## config.mk

```make
export PLATFORM = sky130hd
export DESIGN_NAME = fetch_unit_r32i
export DESIGN_NICKNAME = d
export VERILOG_FILES = /design/src/rtl/fetch_unit_r32i.sv
export SDC_FILE = /design/constraint.sdc
export NUM_CORES = 1
export LEC_CHECK = 0
export ABC_AREA = 1
export CAP_MARGIN = 20
export CELL_PAD_IN_SITES_DETAIL_PLACEMENT = 0
export CELL_PAD_IN_SITES_GLOBAL_PLACEMENT = 1
export CORE_ASPECT_RATIO = 1.75
export CORE_MARGIN = 2
export CORE_UTILIZATION = 39
export CTS_CLUSTER_DIAMETER = 40
export DETAILED_ROUTE_END_ITERATION = 10
export GPL_ROUTABILITY_DRIVEN = 0
export HOLD_SLACK_MARGIN = 0.02
export PLACE_DENSITY_LB_ADDON = 0.1
export SLEW_MARGIN = 20
export SYNTH_ARGS = -nofsm -noshare
export SYNTH_HDL_FRONTEND = slang
export SYNTH_SLANG_ARGS = --single-unit
export TNS_END_PERCENT = 100
```

## constraint.sdc

```tcl
create_clock -name clock -period 2 [get_ports clock]
set_input_delay 0.2 -clock clock [delete_from_list [all_inputs] [get_ports clock]]
set_output_delay 0.2 -clock clock [all_outputs]
set_load 0.01 [all_outputs]
```

## src/rtl/fetch_unit_r32i.sv

```systemverilog
// fetch_unit_r32i: RV32I fetch stage owning the PC, one outstanding imem request, a skid word and redirects.
// Build macro FETCH_MISALIGN_TRAP_EN: a misaligned redirect raises sticky FetchFault and parks the fetcher.
module fetch_unit_r32i #(
    parameter int unsigned      dataW        = 32,
    parameter logic [dataW-1:0] RESET_VECTOR = 32'h0000_0000,
    parameter logic [dataW-1:0] NOP_INS      = 32'h0000_0013
) (
    input  logic             clock,
    input  logic             nReset,
    output logic             InsReq,
    output logic [dataW-1:0] InsAddr,
    input  logic             InsGnt,
    input  logic             InsRespValid,
    input  logic [dataW-1:0] InsRespData,
    output logic [dataW-1:0] InsOut,
    output logic [dataW-1:0] InsPC,
    output logic             InsOutValid,
    input  logic             DecodeReady,
    input  logic             AlwaysBranch,
    input  logic             TestBranch,
    input  logic             CondTrue,
    input  logic             AbsoluteBranch,
    input  logic [dataW-1:0] BranchPC,
    input  logic [dataW-1:0] BranchAddr,
    output logic             FetchFault
);
    localparam int unsigned insBytes = 4;

    typedef enum logic [1:0] {stIdle, stReq, stWait, stFull} fetchStateT;

    fetchStateT       state;
    logic [dataW-1:0] pc;
    logic [dataW-1:0] fetchPC;
    logic [dataW-1:0] skidIns;
    logic [dataW-1:0] skidPC;
    logic             drop;
    logic             faultQ;
    logic             redirect;
    logic             trapHit;
    logic [dataW-1:0] rawTarget;
    logic [dataW-1:0] target;

    // Redirect decode and target generation; the fetch address is always word aligned.
    always_comb begin
        redirect  = AlwaysBranch | (TestBranch & CondTrue);
        rawTarget = AbsoluteBranch ? {BranchAddr[dataW-1:1], 1'b0} : BranchPC + BranchAddr;
        target    = rawTarget & ~dataW'(3);
    end

`ifdef FETCH_MISALIGN_TRAP_EN
    assign trapHit = redirect & rawTarget[1];
`else
    assign trapHit = 1'b0;
`endif

    assign InsAddr    = pc;
    assign FetchFault = faultQ;

    always_ff @(posedge clock or negedge nReset) begin
        if (!nReset) begin
            state       <= stIdle;
            pc          <= RESET_VECTOR;
            fetchPC     <= '0;
            skidIns     <= NOP_INS;
            skidPC      <= '0;
            drop        <= 1'b0;
            faultQ      <= 1'b0;
            InsReq      <= 1'b0;
            InsOutValid <= 1'b0;
            InsOut      <= NOP_INS;
            InsPC       <= '0;
        end else if (trapHit || faultQ) begin
            // Misaligned redirect: park with no request and ignore everything until reset.
            faultQ      <= 1'b1;
            state       <= stIdle;
            drop        <= 1'b0;
            InsReq      <= 1'b0;
            InsOutValid <= 1'b0;
            InsOut      <= NOP_INS;
        end else if (redirect) begin
            pc          <= target;
            InsOutValid <= 1'b0;
            InsOut      <= NOP_INS;
            // A fetch still owed by memory must be swallowed before refetching.
            if ((state == stWait && !InsRespValid) || (state == stReq && InsGnt)) begin
                drop   <= 1'b1;
                state  <= stWait;
                InsReq <= 1'b0;
            end else begin
                drop   <= 1'b0;
                state  <= stReq;
                InsReq <= 1'b1;
            end
        end else begin
            if (InsOutValid && DecodeReady) begin
                InsOutValid <= 1'b0;
                InsOut      <= NOP_INS;
            end
            case (state)
                stIdle: begin
                    state  <= stReq;
                    InsReq <= 1'b1;
                end
                stReq: begin
                    if (InsGnt) begin
                        fetchPC <= pc;
                        pc      <= pc + dataW'(insBytes);
                        state   <= stWait;
                        InsReq  <= 1'b0;
                    end
                end
                stWait: begin
                    if (InsRespValid) begin
                        state  <= stReq;
                        InsReq <= 1'b1;
                        if (drop) begin
                            drop <= 1'b0;
                        end else if (!InsOutValid || DecodeReady) begin
                            InsOut      <= InsRespData;
                            InsPC       <= fetchPC;
                            InsOutValid <= 1'b1;
                        end else begin
                            skidIns <= InsRespData;
                            skidPC  <= fetchPC;
                            state   <= stFull;
                            InsReq  <= 1'b0;
                        end
                    end
                end
                stFull: begin
                    if (DecodeReady) begin
                        InsOut      <= skidIns;
                        InsPC       <= skidPC;
                        InsOutValid <= 1'b1;
                        state       <= stReq;
                        InsReq      <= 1'b1;
                    end
                end
                default: begin
                    state  <= stIdle;
                    InsReq <= 1'b0;
                end
            endcase
        end
    end
endmodule
```

==> impl_metrics.ini <==
[finish]
post_layout_nonfiller_instances = 2425
post-route-util = 0.5326
final_net_count = 2161
n_antenna_cell = 0
final.fill_count = 3092
area_growth_syn_to_layout_pct = 35.34
drive_gt1_frac = 0.1391
multi_input_area_um2 = 6352
ff_latch_area_um2 = 4746

[route]
detail_route.wl_per_cell_um = 16.44
wl_met3_mm = 1.480
totalWireLength_mm = 39.87
post_drt_via_cell_ratio = 5.069
drt_pass1_iterations = 5
detail-route-antenna-nets = 0
vias = 12293
post-route-drc-count = 0
met2WireLength_mm = 21.52
drt-initial-drc-count = 571
maxUsedRoutingLayer = met4
wl_met1_mm = 14.80

[sta]
count_of_final_max_slew_check_failures = 0
setup-violations-final = 0
tightestPinTransition_ns = 0.6051
hold_ws_ns = 0.2520
period_minus_slack_ns = 1.898
timing.max_slew.rel_slack = 0.5966
final_min_period_over_clock_period = 0.9491
fmax_mhz = 526.8
totalNegativeSetupSlack_ns = 0
clock-skew-final_ns = 0.01435
grt_setup_unrepaired = true
final_hold_viol_count = 0

[cts]
htree_levels = 4
tritoncts = yes
tritoncts.num_buffers = 17
clock_sink_count = 189
cts_root_buf = clkbuf_16
clock_pin_slew_worst_setup_and_hold_paths_ns = 0.07
clock_latency_ns = 0.44
cts.path.max_buffers = 2

[synth]
syn-instance-count = 1719
netlist_top_cells_area = dfrtp_1 (38%), nand2_1 (16%), o21ai_0 (7.1%), inv_1 (5.9%), nor2_1 (5.4%)
postSynth.asyncResetShare = 1.000
synth_sequential_area_ratio = 0.3930
ys_types = 45
number_of_synthesized_flops_with_an_enable_pin = 0
synth_top_area_frac = 0.3799
postSynthRegisterBits = 189
post_syn_area_um2 = 12050
netlist.top_cell.by_area = dfrtp_1
ys_warn_count = 0
syn_area_per_cell_um2 = 7.012
postSynth.topFlopCell = dfrtp_1

[critical_path]
timing.rr.end = skidIns[24]
r2r-start = state[0]
critPathArrivalTime_ns = 2.21
r2r_slack_ns = 0.13
critical_path_end_type = flip-flop
startpoint = BranchAddr[8]
worst-path-max-fanout = 4
cp-endpoint = InsAddr[10]
timing.reg2reg.worst_path_depth = 7
worstPathRequired_ns = 2.31
startpoint_type = input pin
path_class = input pin to flip-flop

[global_routing]
grt_pass1_vias = 12321
wire_length_of_the_first_global_routing_pass_mm = 63.74
maximum_number_of_pins_on_one_net_before_global_route_repair = 63
antenna_found_initial = 0
groute.usage.overall = 0.2519
globalRouteOverflowTotal = 0

[die]
fp.dieArea_um2 = 32390
core_um2 = 30630
ios = 204
initial_core_util = 0.3935
chipWidth_um = 136.9
num_rows = 85
die_h_um = 236.6

[placed_design]
place_inst = 2391
detailedPlacementHpwl_mm = 30.67
numPortBuffers = 198

[power]
pwr_density_cell_nw_per_um2 = 1019
power_leakage_uw = 0.007874
fin_total_pwr_uw = 16620
irDropWorstVdd_mv = 0.5837

[min_path]
min_path_type = input pin to async pin

[outcome]
outcome = finished, final reports clean

[run]
max_cap_violations = 0
per-layer routing:
layer / vias up / GRT usage
met5: - / 0
met4: 0 / 0.1315
met3: 87 / 0.03447
met2: 308 / 0.4697
met1: 5722 / 0.2686
li1: 6176 / -
flip-flops by register name, summed over array words and instances, names as in the netlist:
register,count
InsOutValid,1
state,2
InsAddr,30
fetchPC,30
drop,1
skidPC,30
skidIns,32
InsOut,32
InsReq,1
InsPC,30
critical path, cell delays in order:
cell and delay (ns):
clkdlybuf4s50_1 0.45, ha_1 0.35, nand2_1 0.15, inv_1 0.05, nand2_1 0.06, nand2_1 0.09
a21oi_1 0.17, nand2_2 0.15, xor2_1 0.17, o21bai_1 0.25, a21oi_1 0.11
timing repair:
item / in CTS / in global routing
gates resized for setup: 0 / 39
setup buffers: 0 / 1
setup endpoints to repair: 0 / 16
hold buffers: 1 / 0
hold endpoints to repair: 43 / 0
cells in the final DEF, fill, tap and decap left out, types with 3 or more instances in the layout:
cell type        instances
a31oi_1                 46
clkinv_4                 4
o211ai_1                23
o21ai_0                168
a21oi_2                  6
mux2_2                  27
nor2_2                   7
xor2_1                  17
conb_1                   5
o21bai_1                14
o31ai_1                  4
clkdlybuf4s50_1        197
nand2_1                502
dfstp_2                  6
nor2_4                   4
buf_4                  154
dfrtp_2                  7
dfrtp_1                176
mux2_1                   4
nor3_1                  16
nand3_1                 63
clkbuf_8                 5
inv_1                  188
ha_1                    33
xnor2_1                  5
nand2_2                  9
inv_2                    4
o21ai_1                  4
a22oi_1                  4
buf_12                  12
nor3_4                   3
nand4_1                 10
nor2_1                 167
a21oi_1                 93
clkbuf_16               17
report_power, final:
| group | internal [µW] | switching [µW] | total [µW] |
|---|---|---|---|
| clock network | 1990 | 1500 | 3490 |
| logic | 3330 | 4030 | 7360 |
| registers | 4980 | 800 | 5780 |
| total | 10300 | 6320 | 16600 |
final cells by class:
| type | instances | share of cell area |
|---|---|---|
| clock buffer | 21 | 0.02945 |
| clock inverter | 11 | 0.007976 |
| inverter | 193 | 0.04441 |
| multi-input combinational | 1255 | 0.3894 |
| sequential | 189 | 0.2909 |
| tap | 391 | 0.02999 |
| timing repair buffer | 365 | 0.2079 |
Yosys cell counts, drive strengths merged (17+ instances only):
cell    instances
nand2         512
inv           192
dfrtp         183
nor2          178
o21ai         172
a21oi          99
nand3          65
clkbuf         51
a31oi          46
buf            35
ha             35
mux2           31
o211ai         23
nor3           21
xor2           17
worst min-delay path by stage:
stage,endpoint,start,slack (ns),cells past startpoint
after CTS,skidIns[27],nReset,0.27,2
final,InsOut[27],nReset,0.25,2
after global placement,skidIns[27],nReset,0.18,1
after global routing,skidIns[27],nReset,0.28,2
after floorplan,InsAddr[10],nReset,-0.1,0
after detailed placement,skidIns[27],nReset,0.18,1
cell families after synthesis:
| group | after synthesis | share of synthesized area |
|---|---|---|
| AOI/OAI and AO/OA | 367 | 0.1677 |
| xor gates and xnor gates | 22 | 0.01598 |
| adders and majority gates | 35 | 0.03633 |
| buffers and inverters | 279 | 0.09228 |
| DFF | 189 | 0.3930 |
| muxes | 31 | 0.02896 |
| other | 1 | 0.0003111 |
| and+or+nand+nor | 795 | 0.2654 |
through the flow:
step	setup WS, ns	instance area, µm²
floorplan	0.2316	12070
global placement	-0.3691	15570
detailed placement	-0.3634	15570
CTS	0.07817	16190
global route	-0.03006	16310
finish	0.1018	16310
No activity file was read; power rests on OpenSTA's default activity.
